**config.mk**
```make
export PLATFORM = sky130hd
export DESIGN_NAME = fifo_wr_ctrl_flat
export DESIGN_NICKNAME = d
export VERILOG_FILES = /design/src/rtl/fifo_pkg.sv /design/src/rtl/fifo_wr_ctrl_if.sv /design/src/rtl/gray2bin_conv.sv /design/src/rtl/fifo_wr_ctrl.sv /design/src/flat_wrapper.sv
export SDC_FILE = /design/constraint.sdc
export NUM_CORES = 1
export LEC_CHECK = 0
export ABC_AREA = 0
export CAP_MARGIN = 20
export CORE_MARGIN = 5
export CORE_UTILIZATION = 36
export DETAILED_ROUTE_END_ITERATION = 6
export PLACE_DENSITY = 0.78
export SETUP_SLACK_MARGIN = 0.05
export SLEW_MARGIN = 20
export SYNTH_ARGS = -nofsm -noshare
export SYNTH_HDL_FRONTEND = slang
export SYNTH_SLANG_ARGS = --single-unit
```
**constraint.sdc**
```tcl
create_clock -name clk -period 1.7 [get_ports clk]
set_input_delay 0.34 -clock clk [delete_from_list [all_inputs] [get_ports clk]]
set_output_delay 0.34 -clock clk [all_outputs]
set_load 0.1 [all_outputs]
```
**src/rtl/fifo_pkg.sv**
```systemverilog
// ============================================================================
//  Module      : fifo_pkg
//  Description : Shared types and helpers for the asynchronous FIFO pointers:
//                Gray/binary conversion and the full-test MSB inversion.
//  Revision    : 1.0 - initial release
// ============================================================================
`default_nettype none
`timescale 1ns/1ps

package fifo_pkg;

    // Default RAM address width (FIFO depth 2**ADDR_W).
    localparam int unsigned ADDR_W_DEF = 4;

    // The helpers work on a fixed-width carrier. Callers zero-extend into it
    // and truncate the result back to their pointer width.
    localparam int unsigned FN_W = 32;
    typedef logic [FN_W-1:0] vec_t;

    // Binary to Gray. Bits at and above 'width' are forced to zero.
    function automatic vec_t bin2gray(input vec_t bin, input int unsigned width);
        vec_t mask;
        mask = (width >= FN_W) ? '1 : ((vec_t'(1) << width) - vec_t'(1));
        return (bin ^ (bin >> 1)) & mask;
    endfunction

    // Gray to binary: each binary bit is the XOR of all Gray bits above it.
    function automatic vec_t gray2bin(input vec_t gray, input int unsigned width);
        vec_t mask;
        vec_t bin;
        mask = (width >= FN_W) ? '1 : ((vec_t'(1) << width) - vec_t'(1));
        bin  = gray & mask;
        for (int i = FN_W - 2; i >= 0; i--) begin
            bin[i] = bin[i] ^ bin[i+1];
        end
        return bin;
    endfunction

    // Gray pointer that the write pointer equals when the FIFO is exactly
    // one lap ahead of the read pointer: invert the two MSBs of the
    // (addr_w+1)-bit Gray read pointer.
    function automatic vec_t full_ptr(input vec_t rq_gray, input int unsigned addr_w);
        return rq_gray ^ (vec_t'(3) << (addr_w - 1));
    endfunction

endpackage

`default_nettype wire

```
**src/rtl/fifo_wr_ctrl_if.sv**
```systemverilog
// ============================================================================
//  Module      : fifo_wr_ctrl_if
//  Description : Write-side bus of the asynchronous FIFO: write request,
//                synchronized read pointer in; RAM strobe/address, Gray write
//                pointer and status flags out.
//  Revision    : 1.0 - initial release
// ============================================================================
`default_nettype none
`timescale 1ns/1ps

interface fifo_wr_ctrl_if
    import fifo_pkg::*;
#(
    parameter int unsigned ADDR_W = ADDR_W_DEF
);

    logic              wr_en;
    logic [ADDR_W:0]   rq2_wptr;
    logic [ADDR_W-1:0] waddr;
    logic              wr_we;
    logic [ADDR_W:0]   wptr;
    logic              wfull;
    logic              wafull;
    logic              wovf;

    // Producer / environment side.
    modport master (
        output wr_en,
        output rq2_wptr,
        input  waddr,
        input  wr_we,
        input  wptr,
        input  wfull,
        input  wafull,
        input  wovf
    );

    // Write-pointer controller side.
    modport slave (
        input  wr_en,
        input  rq2_wptr,
        output waddr,
        output wr_we,
        output wptr,
        output wfull,
        output wafull,
        output wovf
    );

endinterface

`default_nettype wire

```
**src/rtl/gray2bin_conv.sv**
```systemverilog
// ============================================================================
//  Module      : gray2bin_conv
//  Description : Combinational Gray-to-binary converter (XOR prefix from the
//                MSB downwards).
//  Revision    : 1.0 - initial release
// ============================================================================
`default_nettype none
`timescale 1ns/1ps

module gray2bin_conv
    import fifo_pkg::*;
#(
    parameter int unsigned W = ADDR_W_DEF + 1
) (
    input  wire logic [W-1:0] i_gray,
    output logic      [W-1:0] o_bin
);

    // Binary bit i is the XOR of Gray bits W-1 down to i.
    for (genvar i = 0; i < W; i++) begin : g_chain
        assign o_bin[i] = ^i_gray[W-1:i];
    end

endmodule

`default_nettype wire

```
**src/rtl/fifo_wr_ctrl.sv**
```systemverilog
// ============================================================================
//  Module      : fifo_wr_ctrl
//  Description : Write-domain pointer and flag controller of the asynchronous
//                FIFO. Keeps binary/Gray write pointers, drives the RAM write
//                strobe/address and derives full, almost-full and a sticky
//                overflow flag from the synchronized Gray read pointer.
//  Config      : define FIFO_WR_AFULL_EN to build the almost-full flag;
//                otherwise wafull is tied to 0.
//  Revision    : 1.0 - initial release
// ============================================================================
`default_nettype none
`timescale 1ns/1ps

module fifo_wr_ctrl
    import fifo_pkg::*;
#(
    parameter int unsigned ADDR_W   = ADDR_W_DEF,
    parameter int unsigned AFULL_TH = (2**ADDR_W) - 2
) (
    input  wire logic     clk,
    input  wire logic     rst_n,
    fifo_wr_ctrl_if.slave bus
);

    localparam int unsigned PTR_W = ADDR_W + 1;

    // Reject configurations the pointer arithmetic cannot represent.
    if (ADDR_W < 2 || AFULL_TH > (2**ADDR_W)) begin : g_param_check
        $error("fifo_wr_ctrl: ADDR_W must be >= 2 and AFULL_TH <= 2**ADDR_W");
    end

    logic [ADDR_W:0] r_wbin;
    logic [ADDR_W:0] r_wptr;
    logic            r_wfull;
    logic            r_wovf;

    logic            w_wr_we;
    logic [ADDR_W:0] w_wbin_next;
    logic [ADDR_W:0] w_wgray_next;
    logic [ADDR_W:0] w_full_ptr;
    logic            w_full_next;

    // A write is accepted only while not full; the RAM captures on the same
    // edge that advances the pointer.
    assign w_wr_we      = bus.wr_en & ~r_wfull;
    assign w_wbin_next  = r_wbin + {{ADDR_W{1'b0}}, w_wr_we};
    assign w_wgray_next = PTR_W'(bin2gray(vec_t'(w_wbin_next), PTR_W));

    // Full when the next write pointer is one full lap ahead of the read
    // pointer. The read pointer lags by the synchronizer, so this can only
    // err towards reporting full too long, never too short.
    assign w_full_ptr   = PTR_W'(full_ptr(vec_t'(bus.rq2_wptr), ADDR_W));
    assign w_full_next  = (w_wgray_next == w_full_ptr);

    // Pointer, full and overflow registers; overflow is sticky until reset.
    always_ff @(posedge clk or negedge rst_n) begin
        if (!rst_n) begin
            r_wbin  <= '0;
            r_wptr  <= '0;
            r_wfull <= 1'b0;
            r_wovf  <= 1'b0;
        end else begin
            r_wbin  <= w_wbin_next;
            r_wptr  <= w_wgray_next;
            r_wfull <= w_full_next;
            r_wovf  <= r_wovf | (bus.wr_en & r_wfull);
        end
    end

`ifdef FIFO_WR_AFULL_EN
    localparam logic [ADDR_W:0] c_afull_th = PTR_W'(AFULL_TH);

    logic [ADDR_W:0] w_rbin;
    logic [ADDR_W:0] w_fill_next;
    logic            w_afull_next;
    logic            r_wafull;

    gray2bin_conv #(
        .W      (PTR_W)
    ) u_rq2_conv (
        .i_gray (bus.rq2_wptr),
        .o_bin  (w_rbin)
    );

    // Occupancy after this cycle's write; modular subtraction handles the
    // lap wrap of either pointer.
    assign w_fill_next  = w_wbin_next - w_rbin;
    assign w_afull_next = (w_fill_next >= c_afull_th);

    // Almost-full register, same timing as the full flag.
    always_ff @(posedge clk or negedge rst_n) begin
        if (!rst_n) begin
            r_wafull <= 1'b0;
        end else begin
            r_wafull <= w_afull_next;
        end
    end

    assign bus.wafull = r_wafull;
`else
    assign bus.wafull = 1'b0;
`endif

    assign bus.wr_we = w_wr_we;
    assign bus.waddr = r_wbin[ADDR_W-1:0];
    assign bus.wptr  = r_wptr;
    assign bus.wfull = r_wfull;
    assign bus.wovf  = r_wovf;

endmodule

`default_nettype wire

```
**src/flat_wrapper.sv**
```systemverilog
// flat-port wrapper written by rule: the top's interface ports become plain ports
module fifo_wr_ctrl_flat import fifo_pkg::*;
#(
    parameter int unsigned ADDR_W   = ADDR_W_DEF,
    parameter int unsigned AFULL_TH = (2**ADDR_W) - 2
)
  (clk, rst_n, bus_wr_en, bus_rq2_wptr, bus_waddr, bus_wr_we, bus_wptr, bus_wfull, bus_wafull, bus_wovf);
  fifo_wr_ctrl_if #(.ADDR_W(ADDR_W)) bus_i ();
  input  wire logic clk;
  input  wire logic rst_n;
  input wire logic [$bits(bus_i.wr_en)-1:0] bus_wr_en;
  input wire logic [$bits(bus_i.rq2_wptr)-1:0] bus_rq2_wptr;
  output wire logic [$bits(bus_i.waddr)-1:0] bus_waddr;
  output wire logic [$bits(bus_i.wr_we)-1:0] bus_wr_we;
  output wire logic [$bits(bus_i.wptr)-1:0] bus_wptr;
  output wire logic [$bits(bus_i.wfull)-1:0] bus_wfull;
  output wire logic [$bits(bus_i.wafull)-1:0] bus_wafull;
  output wire logic [$bits(bus_i.wovf)-1:0] bus_wovf;
  assign bus_i.wr_en = bus_wr_en;
  assign bus_i.rq2_wptr = bus_rq2_wptr;
  assign bus_waddr = bus_i.waddr;
  assign bus_wr_we = bus_i.wr_we;
  assign bus_wptr = bus_i.wptr;
  assign bus_wfull = bus_i.wfull;
  assign bus_wafull = bus_i.wafull;
  assign bus_wovf = bus_i.wovf;
  fifo_wr_ctrl #(.ADDR_W(ADDR_W), .AFULL_TH(AFULL_TH)) u_core (.clk(clk), .rst_n(rst_n), .bus(bus_i));
endmodule
```
Word level (Yosys, flattened, before mapping)
Cells that the tools add are included.
{"block": "totals", "reg_bits": 12, "word_cells": 12, "inputBits": 8, "output_inout_bits": 13}
{"block": "op_classes", "n_eq_ne": 1, "n_addsub": 1, "bitwise": 6}
{"operator": "$add A5 B1 Y5", "count": 1}
{"operator": "$eq A5 B5 Y1", "count": 1}
{"operator": "$xor A5 B4 Y5", "count": 1}
{"operator": "$and A1 B1 Y1", "count": 2}
{"operator": "$not A2 Y2", "count": 1}
{"operator": "$not A1 Y1", "count": 1}
{"operator": "$or A1 B1 Y1", "count": 1}

Logic depth before layout (Yosys ltp)
Gate-level depths: netlist (run 1).
{"block": "depth", "word_depth": 5, "depth_mapped": 7, "mapped_depth_nobuf": 7}

Worst setup path after synthesis (run 1)
No wires, ideal clock.
{"block": "synth_timing", "path_kind": "register to register", "startpoint": "register u_core.r_wfull (netlist: u_core.bus.wfull)", "endpoint": "register u_core.r_wfull (netlist: u_core.bus.wfull)", "t_required_ns": 1.599, "setup_ns": 0.101, "path_stages_with_launch": 8, "n_path_buf": 0, "period_less_slack_ns": 3.819, "setup_slack_ns": -2.119, "arrival_time_ns": 3.718, "path_cell_list": "dfrtp_1 -> nor2b_1 -> ha_1 -> ha_1 -> xor2_1 -> xnor2_1 -> mux2i_1 -> nor4_1"}
{"block": "synth_via", "elab_chain_len": 5}
{"element": "from (decl)", "line_no": "fifo_wr_ctrl.sv:34", "text": "logic r_wfull;"}
{"element": "from (signal assigned)", "line_no": "fifo_wr_ctrl.sv:65", "text": "r_wfull <= w_full_next;"}
{"element": "$not A1 Y1", "line_no": "fifo_wr_ctrl.sv:45", "text": "assign w_wr_we = bus.wr_en & ~r_wfull;"}
{"element": "$and A1 B1 Y1", "line_no": "fifo_wr_ctrl.sv:45"}
{"element": "via bus_wr_we", "line_no": "flat_wrapper.sv:14", "text": "output wire logic [$bits(bus_i.wr_we)-1:0] bus_wr_we;"}
{"element": "$add A5 B1 Y5", "line_no": "fifo_wr_ctrl.sv:46", "text": "assign w_wbin_next = r_wbin + {{ADDR_W{1'b0}}, w_wr_we};"}
{"element": "via u_core.w_wbin_next[2]", "line_no": "fifo_wr_ctrl.sv:38", "text": "logic [ADDR_W:0] w_wbin_next;"}
{"element": "$xor A5 B4 Y5", "line_no": "fifo_pkg.sv:24", "text": "return (bin ^ (bin >> 1)) & mask;"}
{"element": "$eq A5 B5 Y1", "line_no": "fifo_wr_ctrl.sv:53", "text": "assign w_full_next = (w_wgray_next == w_full_ptr);"}
{"element": "via u_core.w_full_next", "line_no": "fifo_wr_ctrl.sv:41", "text": "logic w_full_next;"}
The timed path passes the listed nets, and every way through them passes these cells.

Worst setup path after layout (run 1)
{"block": "layout_timing", "startpoint": "register u_core.r_wfull (netlist: u_core.bus.wfull)", "endpoint": "register u_core.r_wfull (netlist: u_core.bus.wfull)"}
{"block": "layout_via", "elab_chain_len": 5}
{"element": "$not A1 Y1", "line_no": "fifo_wr_ctrl.sv:45"}
{"element": "$and A1 B1 Y1", "line_no": "fifo_wr_ctrl.sv:45"}
{"element": "$add A5 B1 Y5", "line_no": "fifo_wr_ctrl.sv:46"}
{"element": "$xor A5 B4 Y5", "line_no": "fifo_pkg.sv:24"}
{"element": "via u_core.w_wgray_next[2]", "line_no": "fifo_wr_ctrl.sv:39", "text": "logic [ADDR_W:0] w_wgray_next;"}
{"element": "$eq A5 B5 Y1", "line_no": "fifo_wr_ctrl.sv:53"}
{"element": "via u_core.w_full_next", "line_no": "fifo_wr_ctrl.sv:41"}
The timed path passes the listed nets, and every way through them passes these cells.

==> impl_metrics.csv, run 1 <==
group,metric,value,unit
outcome,status,"complete, but fails checks",
outcome,violations,"setup timing",
floorplanning,die_area,0.002324,sq mm
yosys,synth.distinct_cells,19,
worst_setup_path,path_common_cell,"buf_4",
worst_setup_path,worstSetupStartpoint,"u_core.bus.wfull$_DFF_PN0_",
worst_setup_path,r2r_cells,8,
yosys,netlist_top_cells_area,"dfrtp_1 (52%), xnor2_1 (12%), xor2_1 (10%)",
yosys,ys_ff_latch,11,
worst_setup_path,start_kind,"register",
yosys,netlist_area,525.5,sq um
routing,vias,428,
floorplanning,core-area,0.001334,sq mm
sta,setup-tns-final,-0.06073,ns
worst_hold_path,hp-class,"in2async",
place,gp_congestion,0.7538,
yosys,netlist_instances,41,
sta,max-slew-margin-rel,66.43,%
worst_setup_path,required,1.86,ns
yosys,synth-async-reset-ratio,100.0,%
sta,period_needed,1.761,ns
sta,skew,0.004974,ns
routing,wl_per_cell,15.00,microns
routing,via_per_inst,4.809,
yosys,yosysMostFrequentCell,"dfrtp_1",
clock_tree,clock-sinks,11,
routing,firstDrtPassIters,4,
sta,fmax,0.5679,GHz
yosys,yosys-top-cells-count,"dfrtp_1 (11), xnor2_1 (7), xor2_1 (6), ha_1 (2)",
yosys,synth_top_area_share,52.38,%
yosys,yosys.area.top_type,"dfrtp_1",
worst_setup_path,cp_slowest_cell,"dfrtp_4",
finish,finish.net_count,85,
floorplanning,row_count,13,
floorplanning,dieHeight,48.21,microns
yosys,synth_nets,51,
run,maxCapViolCount,0,
worst_setup_path,r2r_start,"u_core.bus.wfull$_DFF_PN0_",
worst_setup_path,r2r_end,"u_core.bus.wfull$_DFF_PN0_",
yosys,syn_area_per_cell,12.82,sq um
global_route,grt_pass1_wl,2.242,mm
routing,drt_iter0_drc,5,
sta,period_share,103.6,%
finish,drive_gt1_share,54.05,%
worst_setup_path,cp.arrival,1.92,ns
worst_setup_path,reg2reg_slack,-0.06,ns
worst_setup_path,endpoint_kind,"register",
yosys,synth_ff_type,"dfrtp_1",
clock_tree,cts-root-buf,"clkbuf_4",
sta,tightest_slew,0.5020,ns
sta,setup_ws,-0.06073,ns
floorplanning,boundaryPins,21,
global_route,grt.overflow.total,0,
place,portBuffers,19,
yosys,yosys_warnings,0,
sta,grt_setup_unrepaired,"yes",
global_route,antenna_found_initial,0,
clock_tree,clk_latency,0.27,ns
routing,wirelength,1.335,mm
worst_setup_path,cp-endpoint,"u_core.bus.wfull$_DFF_PN0_",
sta,finalSetupViolations,1,
finish,antennaDiodeCount,0,
sta,drv_slew,0,
place,dp.cells,82,
finish,fill_cells,76,
worst_setup_path,path_cells,"nor2b_4 > ha_4 > buf_4 > buf_4 > a21boi_2 > xnor2_2 > xor2_1 > nor4_2",
global_route,grt_max_degree,12,
clock_tree,htreeDepth,1,
floorplanning,start_util,39.40,%
yosys,synth_edf_count,0,
global_route,track_usage,14.57,%
global_route,grt_pass1_vias,504,
clock_tree,cts_buffer_depth,2,
finish,area_growth,99.76,%
worst_setup_path,crit_fanout,3,
clock_tree,path_clk_slew,0.07,ns
sta,finalHoldViolCount,0,
worst_setup_path,max_stage_delay,0.49,ns
worst_setup_path,worstSetupPathType,"reg2reg",
clock_tree,cts_buffers,3,
floorplanning,die_w,48.21,microns
finish,layout.cells.non_filler,89,
routing,postRouteAntennaNets,0,
yosys,ys_seq_area_share,52.38,%
routing,remaining_drc_errors,0,
clock_tree,hold_buffers,0,
clock_tree,tritoncts,"done",
[kinds of logic (layout without fill, tap and decap cells)]
family | Yosys count | count (layout) | synth area share, %
compound gates | 4 | 4 | 6.192
xor+xnor | 14 | 14 | 24.76
fa+ha+maj | 2 | 2 | 4.761
buf+inv | 1 | 34 | 1.429
flops | 11 | 11 | 52.38
mux | 1 | 1 | 1.905
other cells | 1 | 1 | 0.7136
simple gates | 7 | 7 | 7.859
[through the flow]
stage	area (sq um)	hold WS, ns	utilization, %	setup slack, ns
finish	1050	0.4037	78.71	-0.06073
global route	1050	0.4613	78.71	-0.1713
CTS	1021	0.4185	76.55	-0.1019
detailed placement	955.9	0.5541	71.67	-0.4644
global placement	955.9	0.5002	71.67	-0.3853
floorplan	574.3	0.04441	-	-0.6699
[cell type report]
| class | instances | area [sq um] | share of cell area [%] |
|---|---|---|---|
| timing repair buffer | 30 | 391.6 | 37.31 |
| multi-input combinational | 29 | 334.1 | 31.82 |
| sequential | 11 | 279.0 | 26.58 |
| clock buffer | 4 | 26.28 | 2.503 |
| tap | 15 | 18.77 | 1.788 |
[worst max-delay path: cells and delay by family, from the launching register on]
family,cells,cell delay [ns]
adders and majority gates,1,0.16
xor gates and xnor gates,2,0.31
DFF,1,0.49
buffers and inverters,2,0.22
and+or+nand+nor,2,0.42
AOI/OAI and AO/OA,1,0.06
[layer usage]
metal	wire length (microns)	global-route usage (%)	vias to the layer above
met1	478	14.42	203
met2	722	28.65	20
met4	21	6.452	0
li1	-	-	203
met3	113	2.583	2
met5	0	0	-
[worst min-delay path by stage]
stage	depth (start not counted)	slack, ns	to	startpoint
floorplan	0	0.04	u_core.bus.wovf$_DFF_PN0_	rst_n
global placement	1	0.50	u_core.bus.wovf$_DFF_PN0_	u_core.bus.wovf$_DFF_PN0_
detailed placement	1	0.55	u_core.bus.wovf$_DFF_PN0_	u_core.bus.wovf$_DFF_PN0_
CTS	1	0.42	u_core.r_wbin[4]$_DFF_PN0_	rst_n
global route	1	0.46	u_core.bus.wptr[2]$_DFF_PN0_	rst_n
finish	1	0.40	u_core.r_wbin[4]$_DFF_PN0_	rst_n
[state kept, by name, indices dropped and copies added, names as in the netlist]
| signal | cells |
|---|---|
| u_core.bus.wovf | 1 |
| u_core.bus.wfull | 1 |
| u_core.r_wbin | 5 |
| u_core.bus.wptr | 4 |
[cell usage in the layout (no fill, tap or decap), drive strengths merged, types with 2 or more instances in the layout]
| cell | synthesis | layout |
|---|---|---|
| buf | 1 | 23 |
| clkdlybuf4s50 | 0 | 6 |
| dfrtp | 11 | 11 |
| xnor2 | 8 | 8 |
| a21boi | 2 | 2 |
| clkbuf | 0 | 4 |
| xor2 | 6 | 6 |
| ha | 2 | 2 |
[what timing repair did]
item / CTS / global route
pin swaps: 2 / 2
buffers inserted: 2 / 1
gates resized for setup: 4 / 3
endpoints found under the setup margin: 3 / 2
Power of run 1 is left out: the tool's default activity adds up to more than one toggle a clock period on the data nets, which glitch-free logic cannot reach.
==> run 2: changes to the inputs <==
- CTS_CLUSTER_DIAMETER: not set -> 50
==> results of run 2 <==
Final layout, timing and power as in run 1 (identical DEF).
Power of run 2 is left out for the same reason.
